`config.mk`:
```
export PLATFORM = sky130hd
export DESIGN_NAME = calc_16_flat
export DESIGN_NICKNAME = d
export VERILOG_FILES = /design/src/rtl/calc_pkg.sv /design/src/rtl/calc_16_if.sv /design/src/rtl/shift_add_mul.sv /design/src/rtl/calc_16.sv /design/src/flat_wrapper.sv
export SDC_FILE = /design/constraint.sdc
export NUM_CORES = 1
export LEC_CHECK = 0
export CAP_MARGIN = 20
export CORE_MARGIN = 1.5
export CORE_UTILIZATION = 36
export DETAILED_ROUTE_END_ITERATION = 8
export GPL_ROUTABILITY_DRIVEN = 0
export HOLD_SLACK_MARGIN = 0.05
export MAX_ROUTING_LAYER = met4
export PLACE_DENSITY_LB_ADDON = 0.12
export SETUP_SLACK_MARGIN = 0.3
export SLEW_MARGIN = 20
export SYNTH_ARGS = -nofsm -noshare
export SYNTH_HDL_FRONTEND = slang
export SYNTH_SLANG_ARGS = --single-unit
export TNS_END_PERCENT = 50
```
`constraint.sdc`:
```
create_clock -name clock -period 3.1 [get_ports clock]
set_clock_uncertainty 0.2 [all_clocks]
set_input_delay 0.93 -clock clock [delete_from_list [all_inputs] [get_ports clock]]
set_output_delay 0.93 -clock clock [all_outputs]
set_load 0.005 [all_outputs]
```
`src/rtl/calc_pkg.sv`:
```
// calc_pkg: shared types and default sizing for calc_16 and its downstream
// byte streamer (output_16).
//   op_t        operation code sampled with operand B
//   state_t     calc_16 control states
//   CALC_DATA_W / CALC_DONE_CYCLES  default operand width and result window
package calc_pkg;

    localparam int unsigned CALC_DATA_W      = 8;
    // Downstream streams one byte per cycle, so the window is 2*DATA_W/8 cycles.
    localparam int unsigned CALC_DONE_CYCLES = (2 * CALC_DATA_W) / 8;

    typedef enum logic [1:0] {
        OP_ADD = 2'b00,
        OP_SUB = 2'b01,
        OP_MUL = 2'b10,
        OP_CAT = 2'b11
    } op_t;

    typedef enum logic [1:0] {
        IDLE  = 2'd0,
        GOT_A = 2'd1,
        MUL   = 2'd2,
        DONE  = 2'd3
    } state_t;

endpackage : calc_pkg

```
`src/rtl/calc_16_if.sv`:
```
// calc_16_if: operand/result bus between an operand source and calc_16.
//   in_data/in_valid/op  operand byte, its valid and operation (master -> slave)
//   ans/done_calc        result and result-valid window (slave -> master)
//   err                  dropped-byte pulse, present only with CALC_ERR_EN
interface calc_16_if #(
    parameter int unsigned DATA_W = calc_pkg::CALC_DATA_W
);

    logic [DATA_W-1:0]   in_data;
    logic                in_valid;
    logic [1:0]          op;
    logic [2*DATA_W-1:0] ans;
    logic                done_calc;

`ifdef CALC_ERR_EN
    logic                err;

    modport master (output in_data, in_valid, op, input ans, done_calc, err);
    modport slave  (input in_data, in_valid, op, output ans, done_calc, err);
`else
    modport master (output in_data, in_valid, op, input ans, done_calc);
    modport slave  (input in_data, in_valid, op, output ans, done_calc);
`endif

endinterface : calc_16_if

```
`src/rtl/shift_add_mul.sv`:
```
// shift_add_mul: iterative DATA_W x DATA_W unsigned multiplier, one multiplier
// bit per cycle, always DATA_W cycles (no early exit).
//   clk, rst_n   clock, async active-low reset
//   start_i      load a_i/b_i and begin (one-cycle pulse)
//   a_i, b_i     multiplicand / multiplier
//   busy_o       iteration in progress (registered)
//   done_c       final iteration this cycle (combinational)
//   product_c    full product, valid while done_c is high (combinational)
module shift_add_mul
    import calc_pkg::*;
#(
    parameter int unsigned DATA_W = CALC_DATA_W
) (
    input  logic                clk,
    input  logic                rst_n,
    input  logic                start_i,
    input  logic [DATA_W-1:0]   a_i,
    input  logic [DATA_W-1:0]   b_i,
    output logic                busy_o,
    output logic                done_c,
    output logic [2*DATA_W-1:0] product_c
);

    localparam int unsigned P_W   = 2 * DATA_W;
    localparam int unsigned CNT_W = (DATA_W > 1) ? $clog2(DATA_W) : 1;

    logic             busy_q,  busy_d;
    logic [CNT_W-1:0] cnt_q,   cnt_d;
    logic [P_W-1:0]   mcand_q, mcand_d;
    logic [DATA_W-1:0] mlier_q, mlier_d;
    logic [P_W-1:0]   acc_q,   acc_d;
    logic [P_W-1:0]   sum_c;

    // Accumulate this cycle's partial product; on the last iteration it is the result.
    assign sum_c     = acc_q + (mlier_q[0] ? mcand_q : '0);
    assign done_c    = busy_q && (cnt_q == CNT_W'(DATA_W - 1));
    assign product_c = sum_c;
    assign busy_o    = busy_q;

    // Next-state datapath
    always_comb begin
        busy_d  = busy_q;
        cnt_d   = cnt_q;
        mcand_d = mcand_q;
        mlier_d = mlier_q;
        acc_d   = acc_q;
        if (start_i) begin
            busy_d  = 1'b1;
            cnt_d   = '0;
            mcand_d = P_W'(a_i);
            mlier_d = b_i;
            acc_d   = '0;
        end else if (busy_q) begin
            acc_d   = sum_c;
            mcand_d = mcand_q << 1;
            mlier_d = mlier_q >> 1;
            cnt_d   = cnt_q + CNT_W'(1);
            if (done_c) begin
                busy_d = 1'b0;
                cnt_d  = '0;
            end
        end
    end

    // Datapath registers
    always_ff @(posedge clk or negedge rst_n) begin
        if (!rst_n) begin
            busy_q  <= 1'b0;
            cnt_q   <= '0;
            mcand_q <= '0;
            mlier_q <= '0;
            acc_q   <= '0;
        end else begin
            busy_q  <= busy_d;
            cnt_q   <= cnt_d;
            mcand_q <= mcand_d;
            mlier_q <= mlier_d;
            acc_q   <= acc_d;
        end
    end

endmodule : shift_add_mul

```
`src/rtl/calc_16.sv`:
```
// calc_16: collects operands A and B from a byte bus, applies add/sub/mul/concat
// and presents the 2*DATA_W-bit result on ans with done_calc high for
// DONE_CYCLES cycles. Multiply takes DATA_W cycles; other ops take one.
//   clock, reset_n  clock, async active-low reset (aborts any operation)
//   bus (slave)     in_data/in_valid/op in; ans/done_calc (and err) out
// Optional macro CALC_ERR_EN: adds bus.err, a one-cycle pulse after each edge
// where an in_valid byte was dropped in MUL or DONE.
module calc_16
    import calc_pkg::*;
#(
    parameter int unsigned DATA_W      = CALC_DATA_W,
    parameter int unsigned DONE_CYCLES = CALC_DONE_CYCLES
) (
    input  logic       clock,
    input  logic       reset_n,
    calc_16_if.slave   bus
);

    localparam int unsigned P_W  = 2 * DATA_W;
    localparam int unsigned DC_W = (DONE_CYCLES > 1) ? $clog2(DONE_CYCLES) : 1;

    state_t            state_q, state_d;
    logic [DATA_W-1:0] a_q,     a_d;
    logic [P_W-1:0]    ans_q,   ans_d;
    logic              done_q,  done_d;
    logic [DC_W-1:0]   dcnt_q,  dcnt_d;

    logic              mul_start_c;
    logic              mul_busy;
    logic              mul_done_c;
    logic [P_W-1:0]    mul_product_c;
    logic [DATA_W:0]   add_c;
    op_t               op_c;

    assign op_c  = op_t'(bus.op);
    assign add_c = {1'b0, a_q} + {1'b0, bus.in_data};

    shift_add_mul #(
        .DATA_W (DATA_W)
    ) u_mul (
        .clk       (clock),
        .rst_n     (reset_n),
        .start_i   (mul_start_c),
        .a_i       (a_q),
        .b_i       (bus.in_data),
        .busy_o    (mul_busy),
        .done_c    (mul_done_c),
        .product_c (mul_product_c)
    );

    // Next-state and output logic
    always_comb begin
        state_d     = state_q;
        a_d         = a_q;
        ans_d       = ans_q;
        done_d      = done_q;
        dcnt_d      = dcnt_q;
        mul_start_c = 1'b0;
        case (state_q)
            IDLE: begin
                done_d = 1'b0;
                if (bus.in_valid) begin
                    a_d     = bus.in_data;
                    state_d = GOT_A;
                end
            end
            GOT_A: begin
                if (bus.in_valid) begin
                    // Single-cycle ops open the result window directly.
                    state_d = DONE;
                    done_d  = 1'b1;
                    dcnt_d  = '0;
                    case (op_c)
                        OP_ADD:  ans_d = P_W'(add_c);
                        OP_SUB:  ans_d = P_W'(a_q) - P_W'(bus.in_data);
                        OP_CAT:  ans_d = {a_q, bus.in_data};
                        default: begin
                            state_d     = MUL;
                            done_d      = 1'b0;
                            mul_start_c = 1'b1;
                        end
                    endcase
                end
            end
            MUL: begin
                if (mul_done_c) begin
                    ans_d   = mul_product_c;
                    done_d  = 1'b1;
                    dcnt_d  = '0;
                    state_d = DONE;
                end else if (!mul_busy) begin
                    // Multiplier idle without finishing: recover to IDLE.
                    state_d = IDLE;
                end
            end
            DONE: begin
                if (dcnt_q == DC_W'(DONE_CYCLES - 1)) begin
                    done_d  = 1'b0;
                    state_d = IDLE;
                end else begin
                    dcnt_d = dcnt_q + DC_W'(1);
                end
            end
            default: state_d = IDLE;
        endcase
    end

    // State and output registers
    always_ff @(posedge clock or negedge reset_n) begin
        if (!reset_n) begin
            state_q <= IDLE;
            a_q     <= '0;
            ans_q   <= '0;
            done_q  <= 1'b0;
            dcnt_q  <= '0;
        end else begin
            state_q <= state_d;
            a_q     <= a_d;
            ans_q   <= ans_d;
            done_q  <= done_d;
            dcnt_q  <= dcnt_d;
        end
    end

    assign bus.ans       = ans_q;
    assign bus.done_calc = done_q;

`ifdef CALC_ERR_EN
    logic err_q;

    // Flag a byte that arrived while busy computing or presenting a result.
    always_ff @(posedge clock or negedge reset_n) begin
        if (!reset_n) begin
            err_q <= 1'b0;
        end else begin
            err_q <= bus.in_valid && ((state_q == MUL) || (state_q == DONE));
        end
    end

    assign bus.err = err_q;
`endif

endmodule : calc_16
```
`src/flat_wrapper.sv`:
```
// flat-port wrapper written by rule: the top's interface ports become plain ports
module calc_16_flat import calc_pkg::*;
#(
    parameter int unsigned DATA_W      = CALC_DATA_W,
    parameter int unsigned DONE_CYCLES = CALC_DONE_CYCLES
)
  (clock, reset_n, bus_in_data, bus_in_valid, bus_op, bus_ans, bus_done_calc);
  calc_16_if #(.DATA_W(DATA_W)) bus_i ();
  input  logic clock;
  input  logic reset_n;
  input wire logic [$bits(bus_i.in_data)-1:0] bus_in_data;
  input wire logic [$bits(bus_i.in_valid)-1:0] bus_in_valid;
  input wire logic [$bits(bus_i.op)-1:0] bus_op;
  output wire logic [$bits(bus_i.ans)-1:0] bus_ans;
  output wire logic [$bits(bus_i.done_calc)-1:0] bus_done_calc;
  assign bus_i.in_data = bus_in_data;
  assign bus_i.in_valid = bus_in_valid;
  assign bus_i.op = bus_op;
  assign bus_ans = bus_i.ans;
  assign bus_done_calc = bus_i.done_calc;
  calc_16 #(.DATA_W(DATA_W), .DONE_CYCLES(DONE_CYCLES)) u_core (.clock(clock), .reset_n(reset_n), .bus(bus_i));
endmodule
```
**Word level (Yosys, flattened, before mapping)**

Index checks and enable logic that the tools add are counted.

- Register bits after elaboration: 72
- Bits of input ports: 13
- Output and inout port bits: 17
- Word-level logic and storage cells: 75

- $add $sub $neg: 5
- Equality and inequality tests: 12
- Mux-type cells: 36
- Reduce and logical (&&, ||, !) cells: 12

Operators with widths:

| cell | count |
|---|---|
| two-way mux 16 bit | 7 |
| one-hot mux 16 bit (3 select lines) | 1 |
| one-hot mux 16 bit (2 select lines) | 1 |
| adder 16 bit | 1 |
| two-way mux 8 bit | 2 |
| two-way mux 1 bit | 14 |
| two-way mux 2 bit | 5 |
| adder 8 x 8 -> 9 bit | 1 |
| two-way mux 3 bit | 3 |
| subtractor 8 x 8 -> 9 bit | 1 |
| one-hot mux 2 bit (4 select lines) | 1 |
| AND reduction 4 bit | 2 |
| equality test 2 bit, second input constant | 3 |
| AND reduction 3 bit | 2 |
| equality test 2 x 1 -> 1 bit, second input constant | 2 |
| logical NOT 2 bit | 2 |
| != test 2 x 1 -> 1 bit, second input constant | 2 |
| != test 2 bit, second input constant | 2 |
| != test 4 x 1 -> 1 bit, second input constant | 1 |
| one-hot mux 1 bit (4 select lines) | 1 |
| nonzero test 2 bit | 2 |
| adder 3 x 1 -> 3 bit, second input constant | 1 |
| equality test 3 bit, second input constant | 1 |
| != test 3 x 2 -> 1 bit, second input constant | 1 |
| other kinds (6) | 6 |

**Longest topological paths before layout**

- Depth in word-level cells: 6
- Depth in mapped cells: 11
- Depth with buffers taken out: 10

**Cells and area by module**

Synthesis repeated with hierarchy kept, for this count alone.

- Cells, all modules: 586
- Area total of the unflattened synthesis: 5221.3 µm²

By module, submodules not included:

| module | instances | cells each | area each (µm²) | sequential area each (µm²) |
|---|---|---|---|---|
| shift_add_mul | 1 | 305 | 2844.0 | 1101.1 |
| calc_16 | 1 | 281 | 2377.3 | 700.7 |

**Worst setup path before layout**

OpenSTA, ideal clock, no wires.

- Path kind: in2reg
- Start: input port bus_in_data[0]
- End: register u_core.ans_q[15] (netlist: u_core.bus.ans[15])
- Setup time: 0.126 ns
- Arrival: 2.788 ns
- Required time: 2.774 ns
- Slack: -0.013 ns
- Cell stages on the path: 9
- Path buffers: 0
- Path through: ha_1 fa_1 nand2b_1 a21boi_0 o311ai_0 a21oi_1 a21o_1 a2bb2oi_1 nand3_1

- Longest elaborated chain between the ends: 4

RTL lines:

| what | line | text |
|---|---|---|
| from (decl) | flat_wrapper.sv:11 | `input wire logic [$bits(bus_i.in_data)-1:0] bus_in_data;` |
| subtractor 8 x 8 -> 9 bit | calc_16.sv:75 | `OP_SUB: ans_d = P_W'(a_q) - P_W'(bus.in_data);` |
| one-hot mux 16 bit (3 select lines) | calc_16.sv:73 | `case (op_c)` |
| two-way mux 16 bit | calc_16.sv:68 | `if (bus.in_valid) begin` |
| one-hot mux 16 bit (2 select lines) | calc_16.sv:59 | `case (state_q)` |
| to (signal assigned) | calc_16.sv:119 | `ans_q <= ans_d;` |
| to (decl) | calc_16.sv:24 | `logic [P_W-1:0] ans_q, ans_d;` |

Every way passes these cells. The select of a mux whose other input is x is not followed.
A chain may end at the register's enable or synchronous reset.

**Final worst setup path**

- Start: register u_core.u_mul.mlier_q[0]
- End: register u_core.u_mul.acc_q[12]

- Longest elaborated chain between the ends: 4

RTL lines:

| what | line | text |
|---|---|---|
| from (decl) | shift_add_mul.sv:30 | `logic [DATA_W-1:0] mlier_q, mlier_d;` |
| from (signal assigned) | shift_add_mul.sv:77 | `mlier_q <= mlier_d;` |
| two-way mux 16 bit | shift_add_mul.sv:35 | `assign sum_c = acc_q + (mlier_q[0] ? mcand_q : '0);` |
| adder 16 bit | shift_add_mul.sv:35 |  |
| two-way mux 16 bit | shift_add_mul.sv:53 | `end else if (busy_q) begin` |
| two-way mux 16 bit | shift_add_mul.sv:47 | `if (start_i) begin` |
| to (signal assigned) | shift_add_mul.sv:72 | `acc_q <= '0;` |
| to (signal assigned) | shift_add_mul.sv:78 | `acc_q <= acc_d;` |
| to (decl) | shift_add_mul.sv:31 | `logic [P_W-1:0] acc_q, acc_d;` |

Every way passes these cells. The select of a mux whose other input is x is not followed.

==> summary.md <==
| Metric | Value |
|---|---|
| Final period util | 0.918 |
| Worst skew pair latency | 340 ps |
| Post-synth top area share | 0.368 |
| Finished Layout Cells | 819 |
| Min cycle time layout | 2850 ps |
| Sw power | 2.56 mW |
| CTS Buf Count | 9 |
| Ys async rst share | 1.00 |
| Hold WC Path Type | flip-flop to flip-flop |
| Worst slew pin tran | 612 ps |
| Die Y | 120 um |
| DR top layer | met4 |
| Combinational share of power | 0.546 |
| Placed cell area | 5810 sq um |
| Cell at the slowest stage of the critical path | dfrtp_1 |
| WL/cell | 16.7 um |
| Top cells by count, synth | dfrtp_1, nand2_1, o21ai_0 |
| Net Count, Synth | 612 |
| Ranking of synthesized cells by area | dfrtp_1, ha_1, mux2i_1, nand2_1, o21ai_0 |
| VDD IR max | 430 uV |
| Vias per inst | 5.16 |
| Flop pwr share | 0.268 |
| Initial DRC Count | 206 |
| FMAX | 351 MHz |
| # hold bufs at CTS | 0 |
| Initial Utilization | 0.369 |
| DRT antenna net count | 0 |
| Outcome | completed |
| CTS HTree Levels | 3 |
| GRT Util Overall | 0.208 |
| Post-synthesis mux area share | 0.0721 |
| Filler instances | 1306 |
| Seq cells post-synth | 72 |
| Post-synth top area cell | dfrtp_1 |
| First-pass GRT wire length | 22.3 mm |
| Hpwl dp | 9.87 mm |
| Met3 routed WL | 320 um |
| Worst-path clk slew | 60 ps |
| Vias in the first global route | 4235 |
| Clock root buffer | clkbuf_16 |
| DR WL met2 | 6.41 mm |
| Post-synthesis xor/xnor area fraction | 0.0322 |
| Initial antenna violation count | 0 |
| Synthesized area | 4890 sq um |
| R2r setup slk | 250 ps |
| Crit path required time | 3130 ps |
| Sum Neg Setup Slack | 0 ps |
| Synth-to-layout area growth | 31.1% |
| Synth unique cells | 55 |
| Setup Viol. Count Final | 0 |
| RSZ-0062 raised after global routing | true |
| Register area share after synthesis | 0.368 |
| PD cells | 992 nW/um^2 |
| Crit path kind | flip-flop to flip-flop |
| Most frequent CP cell | buf_4 |
| Slew HR | 0.590 |
| Worst setup EP type | flip-flop |
| Internal power | 3.81 mW |
| Max cap viols | 0 |
| Core Footprint | 13200 sq um |
| Largest net degree at the start of global routing | 50 |
| # diodes | 0 |
| Pre-Repair DR Iteration Count | 5 |
| Num ports | 30 |
| Clock Sink Count | 72 |
| Detailed Route WL | 13.6 mm |
| GR Overflow Total | 0 |
| Max-slew violations | 0 |
| Clk pwr share | 0.186 |
| Crit path cell chain | and2_4 > ha_4 > fa_2 > a21o_1 > a221o_1 > o221ai_2 > buf_4 > mux2i_2 > buf_4 > nor3_2 > a21oi_1 > nor2_1 |
| Adder-cell share of the synthesized area | 0.112 |
| Hold Fails Final Rpt | 0 |
| Top-count cell post-synth | dfrtp_1 |
| Ys Warns | 0 |
| Mapped Avg Cell Area | 8.78 sq um |
| Core Util, Final | 0.484 |
| Share of layout cells above drive strength 1 | 0.194 |
| CP delay by family, top | compound AO/OA/AOI/OAI gates |
| Simple-gate area share of the yosys netlist | 0.175 |
| Leakage | 3.02 nW |
| Buffers on Ports | 29 |
| Nets | 693 |
| Largest family of logic cells by synthesized area | compound AO/OA/AOI/OAI gates |
| Synth Instances | 557 |
| Row cnt | 42 |
| Drt drc | 0 |
| Number of flops mapped to enable cells by yosys | 0 |
| CTS tree | built |
| Placed instance count | 795 |
| Deepest clock path buffer count | 2 |
| Sw Ratio | 0.402 |
| Met1 WL | 6.63 mm |
| Die width | 120 um |
| Die area | 14300 sq um |
| Compound-Gate Fraction of Synth Area | 0.197 |
| Via count | 4223 |
| Main synth FF type | dfrtp_1 |
| Worst path arrival time | 2870 ps |
| Bufs and invs on worst path | 2 |
| CP Launch Type | flip-flop |
| Critical-path maximum fanout | 4 |
| Slowest Stage Delay on Critical Path | 400 ps |
| Final Cell Area | 6410 sq um |
| Power Total | 6.36 mW |
metal layers:
layer	track usage	vias to the layer above
met3	0.0290	17
met2	0.319	72
met1	0.277	2009
met5	-	-
li1	-	2125
met4	0.0893	0
state kept, by name (all words and copies together) (netlist names):
name                  cells
u_core.a_q                8
u_core.bus.ans           16
u_core.bus.done_calc      1
u_core.dcnt_q             1
u_core.state_q            2
u_core.u_mul.acc_q       16
u_core.u_mul.busy_o       1
u_core.u_mul.cnt_q        3
u_core.u_mul.mcand_q     16
u_core.u_mul.mlier_q      8
final timing paths:
check | startpoint | to | depth (start not counted)
min in group asynchronous | reset_n | u_core.state_q[1] | 1
min reg2reg | u_core.bus.ans[0] | u_core.bus.ans[0] | 2
min | u_core.bus.ans[0] | u_core.bus.ans[0] | 2
max in group asynchronous | reset_n | u_core.bus.ans[7] | 2
max reg2reg | u_core.u_mul.mlier_q[0] | u_core.u_mul.acc_q[12] | 12
max | u_core.u_mul.mlier_q[0] | u_core.u_mul.acc_q[12] | 12
logic make-up (layout without fill, tap and decap cells):
family	after synthesis	after routing
and+or+nand+nor	183	183
AOI/OAI and AO/OA	152	152
DFF	72	72
buffers and inverters	55	141
adders and majority gates	42	42
muxes	35	35
xor gates and xnor gates	18	18
worst min-delay path: cells and delay by family, from the launching register on:
family / cells / cell delay [ps]
AOI/OAI and AO/OA: 1 / 60
and+or+nand+nor: 1 / 40
DFF: 1 / 340
power groups by stage:
stage / clock network [mW] / logic (mW) / registers [mW]
after floorplan: 0 / 2.09 / 1.59
after global placement: 0 / 3.22 / 1.69
after detailed placement: 0 / 3.27 / 1.69
after CTS: 1.21 / 3.40 / 1.70
after global routing: 1.25 / 3.87 / 1.76
final: 1.18 / 3.48 / 1.71
what timing repair did:
item | CTS | global route
pin swaps | 15 | 11
resized for setup | 28 | 19
setup buffers | 6 | 2
setup endpoints to repair | 18 | 17
cloned | 0 | 0
cell usage in the layout, fill, tap and decap left out, types with 3 or more instances in the layout:
cell type         n
or3_1             5
and3_1            5
xor2_1            6
a221oi_1          3
clkbuf_16         9
clkdlybuf4s50_1  24
o21a_1            5
o21ai_0          44
nand2_1          67
dfrtp_1          71
nor3_1            7
nand2b_1          7
o21bai_1          4
buf_4            65
a21oi_1          35
xnor2_1          11
ha_4             10
o21ai_1           4
nand3_1          17
dlygate4sd2_1     3
a21oi_2           3
o311a_1           4
inv_1            25
and2_1           18
buf_12            3
nor2b_1           8
o211ai_1          3
a21o_1           14
ha_1             27
clkbuf_8          3
mux2i_1          32
nor2_1           38
nand4_1           3
through the flow:
stage	worst slack (ps)	hold WS, ps
final	254	279
after global routing	139	308
after CTS	250	287
after detailed placement	-383	274
after global placement	-368	264
after floorplan	259	270
final cells by class:
| type | count | area [sq um] | area share |
|---|---|---|---|
| multi-input combinational | 430 | 3120 | 0.487 |
| clock inverter | 2 | 60.1 | 0.00936 |
| sequential | 72 | 1800 | 0.281 |
| timing repair buffer | 97 | 831 | 0.130 |
| tap | 176 | 220 | 0.0343 |
| inverter | 28 | 105 | 0.0164 |
| clock buffer | 14 | 274 | 0.0427 |
No activity file was read; power rests on OpenSTA's default activity.
